--- config.mk ---
export PLATFORM = sky130hd
export DESIGN_NAME = instruction_decode_stage_flat
export DESIGN_NICKNAME = d
export VERILOG_FILES = /design/src/rtl/instruction_decode_stage_if.sv /design/src/rtl/instruction_decode_stage.sv /design/src/flat_wrapper.sv
export SDC_FILE = /design/constraint.sdc
export NUM_CORES = 1
export LEC_CHECK = 0
export ABC_AREA = 1
export CAP_MARGIN = 20
export CORE_MARGIN = 1.5
export CORE_UTILIZATION = 50
export DETAILED_ROUTE_END_ITERATION = 7
export PLACE_DENSITY = 0.93
export SYNTH_ARGS = -nofsm -noshare
export SYNTH_HDL_FRONTEND = slang
export SYNTH_SLANG_ARGS = --single-unit
--- constraint.sdc ---
create_clock -name clk -period 3.1 [get_ports clk]
set_clock_uncertainty 0.05 [all_clocks]
set_input_delay 0.62 -clock clk [delete_from_list [all_inputs] [get_ports clk]]
set_output_delay 0.62 -clock clk [all_outputs]
set_load 0.02 [all_outputs]
--- src/rtl/instruction_decode_stage_if.sv ---
// Handshake and decoded-field bundle between fetch/execute and the decode stage.
// The slave modport is the decode stage's view; master is the surrounding pipeline.
interface instruction_decode_stage_if #(
    parameter int InstrWidth = 16,
    parameter int OffsetOutW = 16
);
    logic                  flush;
    logic                  in_valid;
    logic                  in_ready;
    logic [InstrWidth-1:0] in_instr;
    logic                  out_valid;
    logic                  out_ready;
    logic [3:0]            out_op;
    logic [5:0]            out_rega;
    logic [5:0]            out_regb;
    logic [OffsetOutW-1:0] out_offset;
    logic                  out_is_alu;
    logic                  out_is_mem;
    logic                  out_is_jump;
    logic                  out_writes_pc;
    logic                  redirect_done;
    logic                  stalled;

    modport slave (
        input  flush, in_valid, in_instr, out_ready, redirect_done,
        output in_ready, out_valid, out_op, out_rega, out_regb, out_offset,
               out_is_alu, out_is_mem, out_is_jump, out_writes_pc, stalled
    );

    modport master (
        output flush, in_valid, in_instr, out_ready, redirect_done,
        input  in_ready, out_valid, out_op, out_rega, out_regb, out_offset,
               out_is_alu, out_is_mem, out_is_jump, out_writes_pc, stalled
    );
endinterface

--- src/rtl/instruction_decode_stage.sv ---
// Decode stage for 16-bit highRisc words: output register plus one-entry skid
// buffer, instruction classification, and an issue stall after any PC redirect
// until execute reports the redirect resolved.
module instruction_decode_stage #(
    parameter int InstrWidth = 16,
    parameter int OffsetOutW = 16
) (
    input  logic                       clk,
    input  logic                       rst,
    instruction_decode_stage_if.slave  bus
);
    // Instruction field layout
    localparam int OpCodeStart = 12;
    localparam int RegAStart   = 6;
    localparam int RegBStart   = 0;
    localparam int OffsetWidth = 9;
    localparam int OpWidth     = 4;
    localparam int RegWidth    = 6;

    localparam logic [OpWidth-1:0]  OP_JR      = 4'd0;
    localparam logic [OpWidth-1:0]  OP_LOAD    = 4'd1;
    localparam logic [OpWidth-1:0]  OP_STORE   = 4'd2;
    localparam logic [RegWidth-1:0] SPECIAL_PC = 6'd63;

    localparam logic [0:0] ST_RUN  = 1'b0;
    localparam logic [0:0] ST_WAIT = 1'b1;

    typedef struct packed {
        logic [OpWidth-1:0]    op;
        logic [RegWidth-1:0]   rega;
        logic [RegWidth-1:0]   regb;
        logic [OffsetOutW-1:0] offset;
        logic                  is_alu;
        logic                  is_mem;
        logic                  is_jump;
        logic                  writes_pc;
    } dec_t;

    function automatic dec_t decode_word(input logic [InstrWidth-1:0] w);
        dec_t d;
        d        = '0;
        d.op     = w[OpCodeStart +: OpWidth];
        d.rega   = w[RegAStart +: RegWidth];
        d.regb   = w[RegBStart +: RegWidth];
        d.offset = {{(OffsetOutW-OffsetWidth){w[OffsetWidth-1]}}, w[OffsetWidth-1:0]};
        case (d.op)
            OP_JR:             d.is_jump = 1'b1;
            OP_LOAD, OP_STORE: d.is_mem  = 1'b1;
            default:           d.is_alu  = 1'b1;
        endcase
        // LOAD into PC redirects too; only STORE names PC as a source, not a target
        d.writes_pc = (d.op == OP_JR) ||
                      ((d.op != OP_STORE) && (d.op != OP_JR) && (d.rega == SPECIAL_PC));
        return d;
    endfunction

    logic [0:0]            state_r,     state_s;
    logic                  out_full_r,  out_full_s;
    dec_t                  out_dec_r,   out_dec_s;
    logic                  skid_full_r, skid_full_s;
    logic [InstrWidth-1:0] skid_word_r, skid_word_s;
    logic                  out_valid_r;
    logic                  in_ready_r;
    logic                  stalled_r;
    logic                  in_fire_s;
    logic                  out_fire_s;

    assign in_fire_s  = bus.in_valid && in_ready_r;
    assign out_fire_s = out_valid_r && bus.out_ready;

    // Next-state for the FSM, output register and skid buffer
    always_comb begin
        state_s     = state_r;
        out_full_s  = out_full_r;
        out_dec_s   = out_dec_r;
        skid_full_s = skid_full_r;
        skid_word_s = skid_word_r;
        if (bus.flush) begin
            state_s     = ST_RUN;
            out_full_s  = 1'b0;
            out_dec_s   = '0;
            skid_full_s = 1'b0;
            skid_word_s = '0;
        end else if (state_r == ST_WAIT) begin
            // Everything buffered behind the redirect is wrong-path
            if (bus.redirect_done) begin
                state_s     = ST_RUN;
                out_full_s  = 1'b0;
                out_dec_s   = '0;
                skid_full_s = 1'b0;
                skid_word_s = '0;
            end else begin
                state_s = ST_WAIT;
            end
        end else begin
            if (!out_full_r || out_fire_s) begin
                // in_ready_r is low whenever the skid is full, so no input can
                // arrive in the same cycle the skid refills the output register
                if (skid_full_r) begin
                    out_full_s  = 1'b1;
                    out_dec_s   = decode_word(skid_word_r);
                    skid_full_s = 1'b0;
                end else if (in_fire_s) begin
                    out_full_s = 1'b1;
                    out_dec_s  = decode_word(bus.in_instr);
                end else begin
                    out_full_s = 1'b0;
                end
            end else begin
                if (in_fire_s) begin
                    skid_full_s = 1'b1;
                    skid_word_s = bus.in_instr;
                end else begin
                    skid_full_s = skid_full_r;
                end
            end
            if (out_fire_s && out_dec_r.writes_pc) begin
                state_s = ST_WAIT;
            end else begin
                state_s = ST_RUN;
            end
        end
    end

    // State update; valid/ready/stalled are registered from the next-state view
    always_ff @(posedge clk) begin
        if (rst) begin
            state_r     <= ST_RUN;
            out_full_r  <= 1'b0;
            out_dec_r   <= '0;
            skid_full_r <= 1'b0;
            skid_word_r <= '0;
            out_valid_r <= 1'b0;
            in_ready_r  <= 1'b1;
            stalled_r   <= 1'b0;
        end else begin
            state_r     <= state_s;
            out_full_r  <= out_full_s;
            out_dec_r   <= out_dec_s;
            skid_full_r <= skid_full_s;
            skid_word_r <= skid_word_s;
            out_valid_r <= out_full_s && (state_s == ST_RUN);
            in_ready_r  <= !skid_full_s && (state_s == ST_RUN);
            stalled_r   <= (state_s == ST_WAIT);
        end
    end

    assign bus.in_ready      = in_ready_r;
    assign bus.out_valid     = out_valid_r;
    assign bus.out_op        = out_dec_r.op;
    assign bus.out_rega      = out_dec_r.rega;
    assign bus.out_regb      = out_dec_r.regb;
    assign bus.out_offset    = out_dec_r.offset;
    assign bus.out_is_alu    = out_dec_r.is_alu;
    assign bus.out_is_mem    = out_dec_r.is_mem;
    assign bus.out_is_jump   = out_dec_r.is_jump;
    assign bus.out_writes_pc = out_dec_r.writes_pc;
    assign bus.stalled       = stalled_r;
endmodule
--- src/flat_wrapper.sv ---
// flat-port wrapper written by rule: the top's interface ports become plain ports
module instruction_decode_stage_flat 
#(
    parameter int InstrWidth = 16,
    parameter int OffsetOutW = 16
)
  (clk, rst, bus_flush, bus_in_valid, bus_in_instr, bus_out_ready, bus_redirect_done, bus_in_ready, bus_out_valid, bus_out_op, bus_out_rega, bus_out_regb, bus_out_offset, bus_out_is_alu, bus_out_is_mem, bus_out_is_jump, bus_out_writes_pc, bus_stalled);
  instruction_decode_stage_if #(.InstrWidth(InstrWidth), .OffsetOutW(OffsetOutW)) bus_i ();
  input  logic clk;
  input  logic rst;
  input wire logic [$bits(bus_i.flush)-1:0] bus_flush;
  input wire logic [$bits(bus_i.in_valid)-1:0] bus_in_valid;
  input wire logic [$bits(bus_i.in_instr)-1:0] bus_in_instr;
  input wire logic [$bits(bus_i.out_ready)-1:0] bus_out_ready;
  input wire logic [$bits(bus_i.redirect_done)-1:0] bus_redirect_done;
  output wire logic [$bits(bus_i.in_ready)-1:0] bus_in_ready;
  output wire logic [$bits(bus_i.out_valid)-1:0] bus_out_valid;
  output wire logic [$bits(bus_i.out_op)-1:0] bus_out_op;
  output wire logic [$bits(bus_i.out_rega)-1:0] bus_out_rega;
  output wire logic [$bits(bus_i.out_regb)-1:0] bus_out_regb;
  output wire logic [$bits(bus_i.out_offset)-1:0] bus_out_offset;
  output wire logic [$bits(bus_i.out_is_alu)-1:0] bus_out_is_alu;
  output wire logic [$bits(bus_i.out_is_mem)-1:0] bus_out_is_mem;
  output wire logic [$bits(bus_i.out_is_jump)-1:0] bus_out_is_jump;
  output wire logic [$bits(bus_i.out_writes_pc)-1:0] bus_out_writes_pc;
  output wire logic [$bits(bus_i.stalled)-1:0] bus_stalled;
  assign bus_i.flush = bus_flush;
  assign bus_i.in_valid = bus_in_valid;
  assign bus_i.in_instr = bus_in_instr;
  assign bus_i.out_ready = bus_out_ready;
  assign bus_i.redirect_done = bus_redirect_done;
  assign bus_in_ready = bus_i.in_ready;
  assign bus_out_valid = bus_i.out_valid;
  assign bus_out_op = bus_i.out_op;
  assign bus_out_rega = bus_i.out_rega;
  assign bus_out_regb = bus_i.out_regb;
  assign bus_out_offset = bus_i.out_offset;
  assign bus_out_is_alu = bus_i.out_is_alu;
  assign bus_out_is_mem = bus_i.out_is_mem;
  assign bus_out_is_jump = bus_i.out_is_jump;
  assign bus_out_writes_pc = bus_i.out_writes_pc;
  assign bus_stalled = bus_i.stalled;
  instruction_decode_stage #(.InstrWidth(InstrWidth), .OffsetOutW(OffsetOutW)) u_core (.clk(clk), .rst(rst), .bus(bus_i));
endmodule
After elaboration in Yosys (flattened, before gate mapping)
Index checks and enable logic that the tools add are counted.

Flip-flop bits (word level): 57.

Reductions and logical operators: 28. Muxes and demuxes: 30. Bitwise operators: 1. Equality and inequality tests: 10.

Operators with widths (number): $mux 36 (5); $mux 16 (4); $mux 1 (21); $eq 6x6->1 const B (2); $logic_and 1x1->1 (9); $eq 4x1->1 const B (2); $eq 4x2->1 const B (2); $logic_not 4->1 (2); $ne 4x2->1 const B (2); $reduce_bool 4->1 (2); $reduce_and 3->1 (2); $reduce_or 2->1 (3); $reduce_or 3->1 (2); $reduce_bool 2->1 (2); $logic_or 1x1->1 (3); $reduce_bool 3->1 (1); $logic_not 1->1 (2); $ne 2x1->1 const B (1); $ne 2x2->1 const B (1); $not 1->1 (1).

Longest topological paths before layout
Gate-level depths: netlist of run 1.

Depth in word-level cells: 8. Gate-level depth with buffers: 9. Gate-level depth less buffers: 8.

Worst setup path after synthesis of run 1
OpenSTA, ideal clock, no wires.

Path kind: in2reg. Start: input port bus_in_valid. End: register u_core.skid_word_r[10]. Arrival: 1.326 ns. Path slack: 1.592 ns. Setup time: 0.132 ns. Stages: 6. Cell sequence: nand2_1 > nor2_2 > nand2_2 > buf_2 > nand3_1 > a21oi_1.

Cells in the longest elaborated chain, start to end: 3.

RTL lines: from (decl) (RTL line flat_wrapper.sv:12) `input wire logic [$bits(bus_i.in_valid)-1:0] bus_in_valid;`; $logic_and 1x1->1 (RTL line instruction_decode_stage.sv:68) `assign in_fire_s = bus.in_valid && in_ready_r;`; $reduce_bool 2->1 (no source line); $reduce_and 3->1 (no source line); to (signal assigned) (RTL line instruction_decode_stage.sv:141) `skid_word_r <= skid_word_s;`; to (decl) (RTL line instruction_decode_stage.sv:61) `logic [InstrWidth-1:0] skid_word_r, skid_word_s;`.

No other way between the ends. A chain may end at the register's enable or synchronous reset.

Worst setup path in the final report of run 1
Start: input port bus_out_ready. End: register u_core.out_dec_r, in the netlist u_core.bus.out_op[3].

Cells in the longest elaborated chain, start to end: 4.

RTL lines: from (decl) (RTL line flat_wrapper.sv:14) `input wire logic [$bits(bus_i.out_ready)-1:0] bus_out_ready;`; $logic_and 1x1->1 (RTL line instruction_decode_stage.sv:69) `assign out_fire_s = out_valid_r && bus.out_ready;`; $logic_or 1x1->1 (RTL line instruction_decode_stage.sv:96) `if (!out_full_r || out_fire_s) begin`; $reduce_bool 2->1 (no source line); $reduce_and 3->1 (no source line); to (signal assigned) (RTL line instruction_decode_stage.sv:139) `out_dec_r <= out_dec_s;`; to (decl) (RTL line instruction_decode_stage.sv:59) `dec_t out_dec_r, out_dec_s;`.

No other way between the ends.

==> impl_metrics.py, run 1 <==
metrics = {
    "outcome": {
        "run_status": "complete, no violations",
    },
    "cts": {
        "clockRootBuffer": "clkbuf_8",
        "ctsLongestPathBuffers": 2,
        "numClockSinks": 41,
        "post_cts_resize_count": 0,
        "tritoncts": "built",
        "cts.repair_timing.setup_buffer_count": 0,
        "tritoncts.num_buffers": 5,
        "post_cts_hold_buffer_count": 0,
        "clk_latency_ns": 0.30,
        "clk_transition_reported_paths_ns": 0.08,
        "htreeDepth": 2,
    },
    "sta": {
        "report.final.slew_viol_count": 0,
        "setup_total_negative_slack_ns": 0,
        "tightest_slew_ns": 0.801,
        "grt_setup_unrepaired": "false",
        "maximum_operating_frequency_ghz": 0.472,
        "finalHoldViolCount": 0,
        "period_minus_slack_ns": 2.12,
        "number_of_setup_violations_in_the_final_report": 0,
        "slew_headroom_pct": 46.6,
        "period_share_pct": 68.3,
        "final.hold.worst_slack_ns": 0.420,
    },
    "setup_path": {
        "critical_path_peak_fanout": 20,
        "critical_path_buffer_and_inverter_count": 1,
        "slowest_delay_ns": 0.59,
        "critical_path_required_ns": 3.28,
        "timing.critical_path.cells": "clkdlybuf4s50_1, nand2_1, nand2_1, nand2_2, nor2_8, nor2_2, nand2_1, a21oi_1",
        "timing.critical_path.depth": 8,
        "critPathCaptureType": "register",
        "crit_family": "simple AND/OR/NAND/NOR gates",
        "setup.worst_path.start_class": "input port",
        "worst_path_most_repeated_cell": "nand2_1",
        "worst-setup-path-type": "in2reg",
        "cp_data_arrival_time_ns": 2.29,
        "worst_r2r_path_depth": 8,
        "timing.critical_path.slowest_stage_cell": "nor2_2",
    },
    "power": {
        "cell_internal_pwr_w": 0.000888,
        "register_share_of_total_power_pct": 45.9,
        "switching_power_w": 0.000310,
        "netSwitchingFraction_pct": 25.9,
        "power_density_over_the_cells_nw_per_um2": 452,
        "pwr-share-comb_pct": 16.1,
        "part_of_the_total_power_dissipated_in_the_clock_network_pct": 38.0,
        "power.ir.vdd_worst_uv": 287,
        "p_leak_nw": 1.04,
    },
    "min_path": {
        "timing.hold.worst_path_depth": 2,
        "hold_path.class": "reg2reg",
    },
    "yosys": {
        "netlist_area_before_placement_um2": 2030,
        "synth.lib_cells_used.distinct": 22,
        "netlist.area_leader.share_pct": 40.4,
        "postSynthRegisterBits": 41,
        "synth_top_cell_by_area": "dfxtp_1",
        "synthesis.nets": 312,
        "synth-seq-area-share_pct": 40.4,
        "ys.warnings.count": 0,
        "ys_top_cells_by_area": "dfxtp_1 (40%), nor2_1 (10%), nand3_1 (9.4%)",
        "syn-mean-instance-area_um2": 7.00,
        "synthesis.instances": 290,
    },
    "cells_and_area": {
        "leading_cell_type_in_the_layout_fill_and_taps_excluded": "clkdlybuf4s50_1",
        "mostFrequentLayoutCells": "clkdlybuf4s50_1 (60), nor2_1 (54), dfxtp_1 (41)",
        "design.final.nets": 354,
        "area_delta_synth_final_pct": 30.6,
        "final_layout_size_suffix_gt1_share_pct": 8.11,
        "num_antenna_cells": 0,
    },
    "global_routing": {
        "grt_util_all_layers_pct": 25.0,
        "first_global_vias": 1743,
        "number_of_antenna_violations_at_the_first_check_in_global_routing": 0,
        "pin_count_of_the_biggest_net_entering_global_routing": 26,
        "grt_first_pass_wirelength_mm": 8.40,
        "overflow": 0,
    },
    "detailed_routing": {
        "vias": 2096,
        "routedWlPerCell_um": 13.6,
        "detail-route-antenna-nets": 0,
        "drt_first_iter_violations": 156,
        "drc": 0,
        "route.final.wire_length_mm": 5.20,
        "detailedRoute.firstPassIterationCount": 5,
        "vias_per_cell": 5.50,
    },
    "floorplanning": {
        "pin_count": 61,
        "dieArea_um2": 4450,
        "die_w_um": 66.7,
        "starting_density_of_the_core_pct": 53.8,
        "floorplan.rows": 22,
        "core-area_um2": 3770,
        "die_height_um": 66.7,
    },
    "place": {
        "place_hpwl_mm": 3.57,
        "globalplace.congestion": 0.930,
        "port-buffer-count": 60,
    },
    "flow_run": {
        "timing.max_cap.violations": 0,
    },
}
kinds of logic after synthesis:
kind of cell / after synthesis / share of synthesized area, %
AOI/OAI and AO/OA: 61 / 16.3
buffers and inverters: 49 / 13.2
DFF: 41 / 40.4
and+or+nand+nor: 139 / 30.1
path summary, 6_finish.rpt:
kind	from	endpoint	slack, ns
min	u_core.bus.out_rega[5]	u_core.bus.out_rega[5]	0.42
max	bus_out_ready	u_core.bus.out_op[3]	0.98
min reg2reg	u_core.bus.out_rega[5]	u_core.bus.out_rega[5]	0.42
max reg2reg	u_core.skid_full_r	u_core.bus.out_op[3]	1.01
Yosys cell counts:
library cell  instances
or2_2                 4
clkbuf_1              7
nor2_2                2
and2_1                1
inv_1                17
nand2_1              36
dfxtp_1              41
nor2_8                1
nand3_1              38
o21ai_2               1
buf_2                 4
a21oi_1              26
inv_2                 2
o22ai_1               2
o21ai_0              21
a21oi_2               1
nand2_2               3
buf_4                17
nor2_1               54
o21ai_1               4
buf_6                 2
o211ai_1              6
power groups by stage:
stage               clock network (W)  registers, W  logic [W]
finish                       0.000455      0.000551   0.000193
global route                 0.000483      0.000552   0.000209
CTS                          0.000457      0.000551   0.000191
detailed placement                  0      0.000563   0.000190
global placement                    0      0.000563   0.000186
floorplan                           0      0.000576   0.000103
worst min-delay path, stage by stage, from the launching register on:
cell and delay [ns]:
dfxtp_1 0.31, nand2_1 0.06, a21oi_1 0.05
registers in the layout, indices dropped and copies added (netlist names):
name and cells:
u_core.skid_word_r 16, u_core.bus.out_valid 1, u_core.bus.out_op 4, u_core.out_full_r 1
u_core.bus.out_rega 3, u_core.bus.out_is_jump 1, u_core.bus.out_is_alu 1, u_core.skid_full_r 1
u_core.bus.out_is_mem 1, u_core.bus.out_offset 9, u_core.bus.stalled 1, u_core.bus.out_writes_pc 1
u_core.bus.in_ready 1
metal layers:
layer	vias to the layer above	share of wire (%)	track usage, %
met5	-	0	0
li1	1017	-	-
met4	0	2.4	11.5
met1	940	41	31.9
met2	122	46	39.5
met3	17	10	6.08
area by class of cell:
type | count | area [µm²]
tap | 48 | 60.1
multi-input combinational | 200 | 941
sequential | 41 | 821
inverter | 19 | 71.3
clock inverter | 2 | 37.5
clock buffer | 6 | 82.6
timing repair buffer | 65 | 638
fill | 312 | 1120
metrics by stage:
step           instance area [µm²]  utilization (%)  power (W)  std cells  setup slack [ns]
2_1_floorplan                 2030                -   0.000679        290              1.59
3_3_place_gp                  2530             67.1   0.000749        373             0.769
3_5_place_dp                  2530             67.1   0.000753        373             0.687
4_1_cts                       2650             70.3    0.00120        381             0.974
5_1_grt                       2650             70.3    0.00124        381             0.840
6_report                      2650             70.3    0.00120        381             0.982
(Power assumes the default switching activity.)
==> run 2, diff against run 1 <==
--- a/config.mk
+++ b/config.mk
@@ -8,9 +8,9 @@
 export ABC_AREA = 1
 export CAP_MARGIN = 20
 export CORE_MARGIN = 1.5
-export CORE_UTILIZATION = 50
+export CORE_UTILIZATION = 42
 export DETAILED_ROUTE_END_ITERATION = 7
-export PLACE_DENSITY = 0.93
+export PLACE_DENSITY = 0.85
 export SYNTH_ARGS = -nofsm -noshare
 export SYNTH_HDL_FRONTEND = slang
 export SYNTH_SLANG_ARGS = --single-unit
==> constraint.sdc (replaced) <==
create_clock -name clk -period 1.8 [get_ports clk]
set_clock_uncertainty 0.05 [all_clocks]
set_input_delay 0.36 -clock clk [delete_from_list [all_inputs] [get_ports clk]]
set_output_delay 0.36 -clock clk [all_outputs]
set_load 0.02 [all_outputs]
==> impl_metrics.py, run 2 (synthesis results as in run 1) <==
metrics = {
    "sta": {
        "slew_headroom_pct": 75.3,
        "period_minus_slack_ns": 1.76,
        "finalHoldViolCount": 0,
        "number_of_setup_violations_in_the_final_report": 0,
        "setup_total_negative_slack_ns": 0,
        "final.hold.worst_slack_ns": 0.421,
        "report.final.slew_viol_count": 0,
        "period_share_pct": 97.6,
        "grt_setup_unrepaired": "false",
        "maximum_operating_frequency_ghz": 0.569,
        "tightest_slew_ns": 0.370,
    },
    "cts": {
        "clockRootBuffer": "clkbuf_8",
        "numClockSinks": 41,
        "htreeDepth": 2,
        "post_cts_hold_buffer_count": 0,
        "ctsLongestPathBuffers": 2,
        "clk_transition_reported_paths_ns": 0.08,
        "clk_latency_ns": 0.30,
        "tritoncts.num_buffers": 5,
        "tritoncts": "built",
    },
    "cells_and_area": {
        "registers.top_by_ff_count": "u_core.skid_word_r",
        "num_antenna_cells": 0,
        "design.final.nets": 364,
        "leading_cell_type_in_the_layout_fill_and_taps_excluded": "nor2_1",
        "area_delta_synth_final_pct": 36.0,
        "largest_register_ff_count": 16,
        "final_layout_size_suffix_gt1_share_pct": 10.8,
        "mostFrequentLayoutCells": "nor2_1 (54), clkdlybuf4s50_1 (51), dfxtp_1 (41)",
    },
    "global_routing": {
        "first_global_vias": 1929,
        "grt_first_pass_wirelength_mm": 8.79,
        "pin_count_of_the_biggest_net_entering_global_routing": 26,
        "overflow": 0,
        "number_of_antenna_violations_at_the_first_check_in_global_routing": 0,
        "grt_util_all_layers_pct": 21.4,
    },
    "floorplanning": {
        "die_height_um": 72.5,
        "die_w_um": 72.5,
        "starting_density_of_the_core_pct": 43.3,
        "pin_count": 61,
        "core-area_um2": 4690,
        "floorplan.rows": 25,
        "dieArea_um2": 5260,
    },
    "detailed_routing": {
        "routedWlPerCell_um": 13.4,
        "vias_per_cell": 5.28,
        "vias": 2096,
        "drt_first_iter_violations": 169,
        "route.final.wire_length_mm": 5.33,
        "detail-route-antenna-nets": 0,
        "detailedRoute.firstPassIterationCount": 4,
        "drc": 0,
    },
    "place": {
        "port-buffer-count": 60,
        "globalplace.congestion": 0.841,
        "place_hpwl_mm": 3.79,
    },
    "setup_path": {
        "setup.worst_path.start_class": "register",
        "slowest_delay_ns": 0.63,
        "critPathCaptureType": "primary output",
        "timing.critical_path.depth": 1,
        "critical_path_required_ns": 1.39,
        "regToRegSetupSlack_ns": 0.44,
        "critical_path_peak_fanout": 3,
        "timing.critical_path.cells": "clkdlybuf4s50_1",
        "critical_path_buffer_and_inverter_count": 1,
        "crit_family": "buffers and inverters",
        "cp_data_arrival_time_ns": 1.35,
        "worst-setup-path-type": "reg2out",
        "worst_r2r_path_depth": 8,
        "timing.critical_path.slowest_stage_cell": "clkdlybuf4s50_1",
    },
    "min_path": {
        "timing.hold.worst_path_depth": 2,
        "hold_path.class": "reg2reg",
    },
    "power": {
        "p_leak_nw": 1.14,
        "power.ir.vdd_worst_uv": 314,
        "power_density_over_the_cells_nw_per_um2": 755,
    },
    "outcome": {
        "run_status": "complete, no violations",
    },
    "flow_run": {
        "timing.max_cap.violations": 0,
    },
}
run 2: path summary, 6_finish.rpt:
path | start | endpoint
worst max-delay path | u_core.bus.out_writes_pc | bus_out_writes_pc
worst min-delay path | u_core.bus.out_rega[4] | u_core.bus.out_rega[4]
worst max register to register | u_core.skid_full_r | u_core.bus.out_writes_pc
worst min register to register | u_core.bus.out_rega[4] | u_core.bus.out_rega[4]
run 2: repair_timing:
item | CTS | global route
gates resized for setup | 9 | 0
buffers inserted | 0 | 0
setup endpoints to repair | 9 | 0
run 2: where the power goes:
part,internal [W],switching [W]
sequential,0.000931,0.0000169
clock,0.000451,0.000333
combinational,0.000165,0.000188
run 2: routing by layer:
metal	share of wire, %	global-route usage (%)	up-vias
met4	2.4	13.0	0
met5	0	0	-
met1	40	25.0	937
li1	-	-	1038
met2	49	35.2	108
met3	9.0	5.42	13
run 2: per-stage QoR:
stage | area [µm²] | utilization (%) | power [W] | std cells | setup WS, ns
4_1_cts | 2760 | 58.8 | 0.00209 | 397 | 0.0438
3_3_place_gp | 2650 | 56.5 | 0.00132 | 389 | 0.0740
6_report | 2760 | 58.8 | 0.00208 | 397 | 0.0435
2_1_floorplan | 2030 | - | 0.00117 | 290 | 0.400
5_1_grt | 2760 | 58.8 | 0.00216 | 397 | 0.00536
3_5_place_dp | 2650 | 56.5 | 0.00133 | 389 | 0.0325
run 2: cell type report:
| class | count | area (µm²) |
|---|---|---|
| timing repair buffer | 75 | 739 |
| sequential | 41 | 821 |
| clock inverter | 2 | 37.5 |
| fill | 439 | 1930 |
| inverter | 19 | 71.3 |
| multi-input combinational | 200 | 941 |
| clock buffer | 6 | 82.6 |
| tap | 54 | 67.6 |
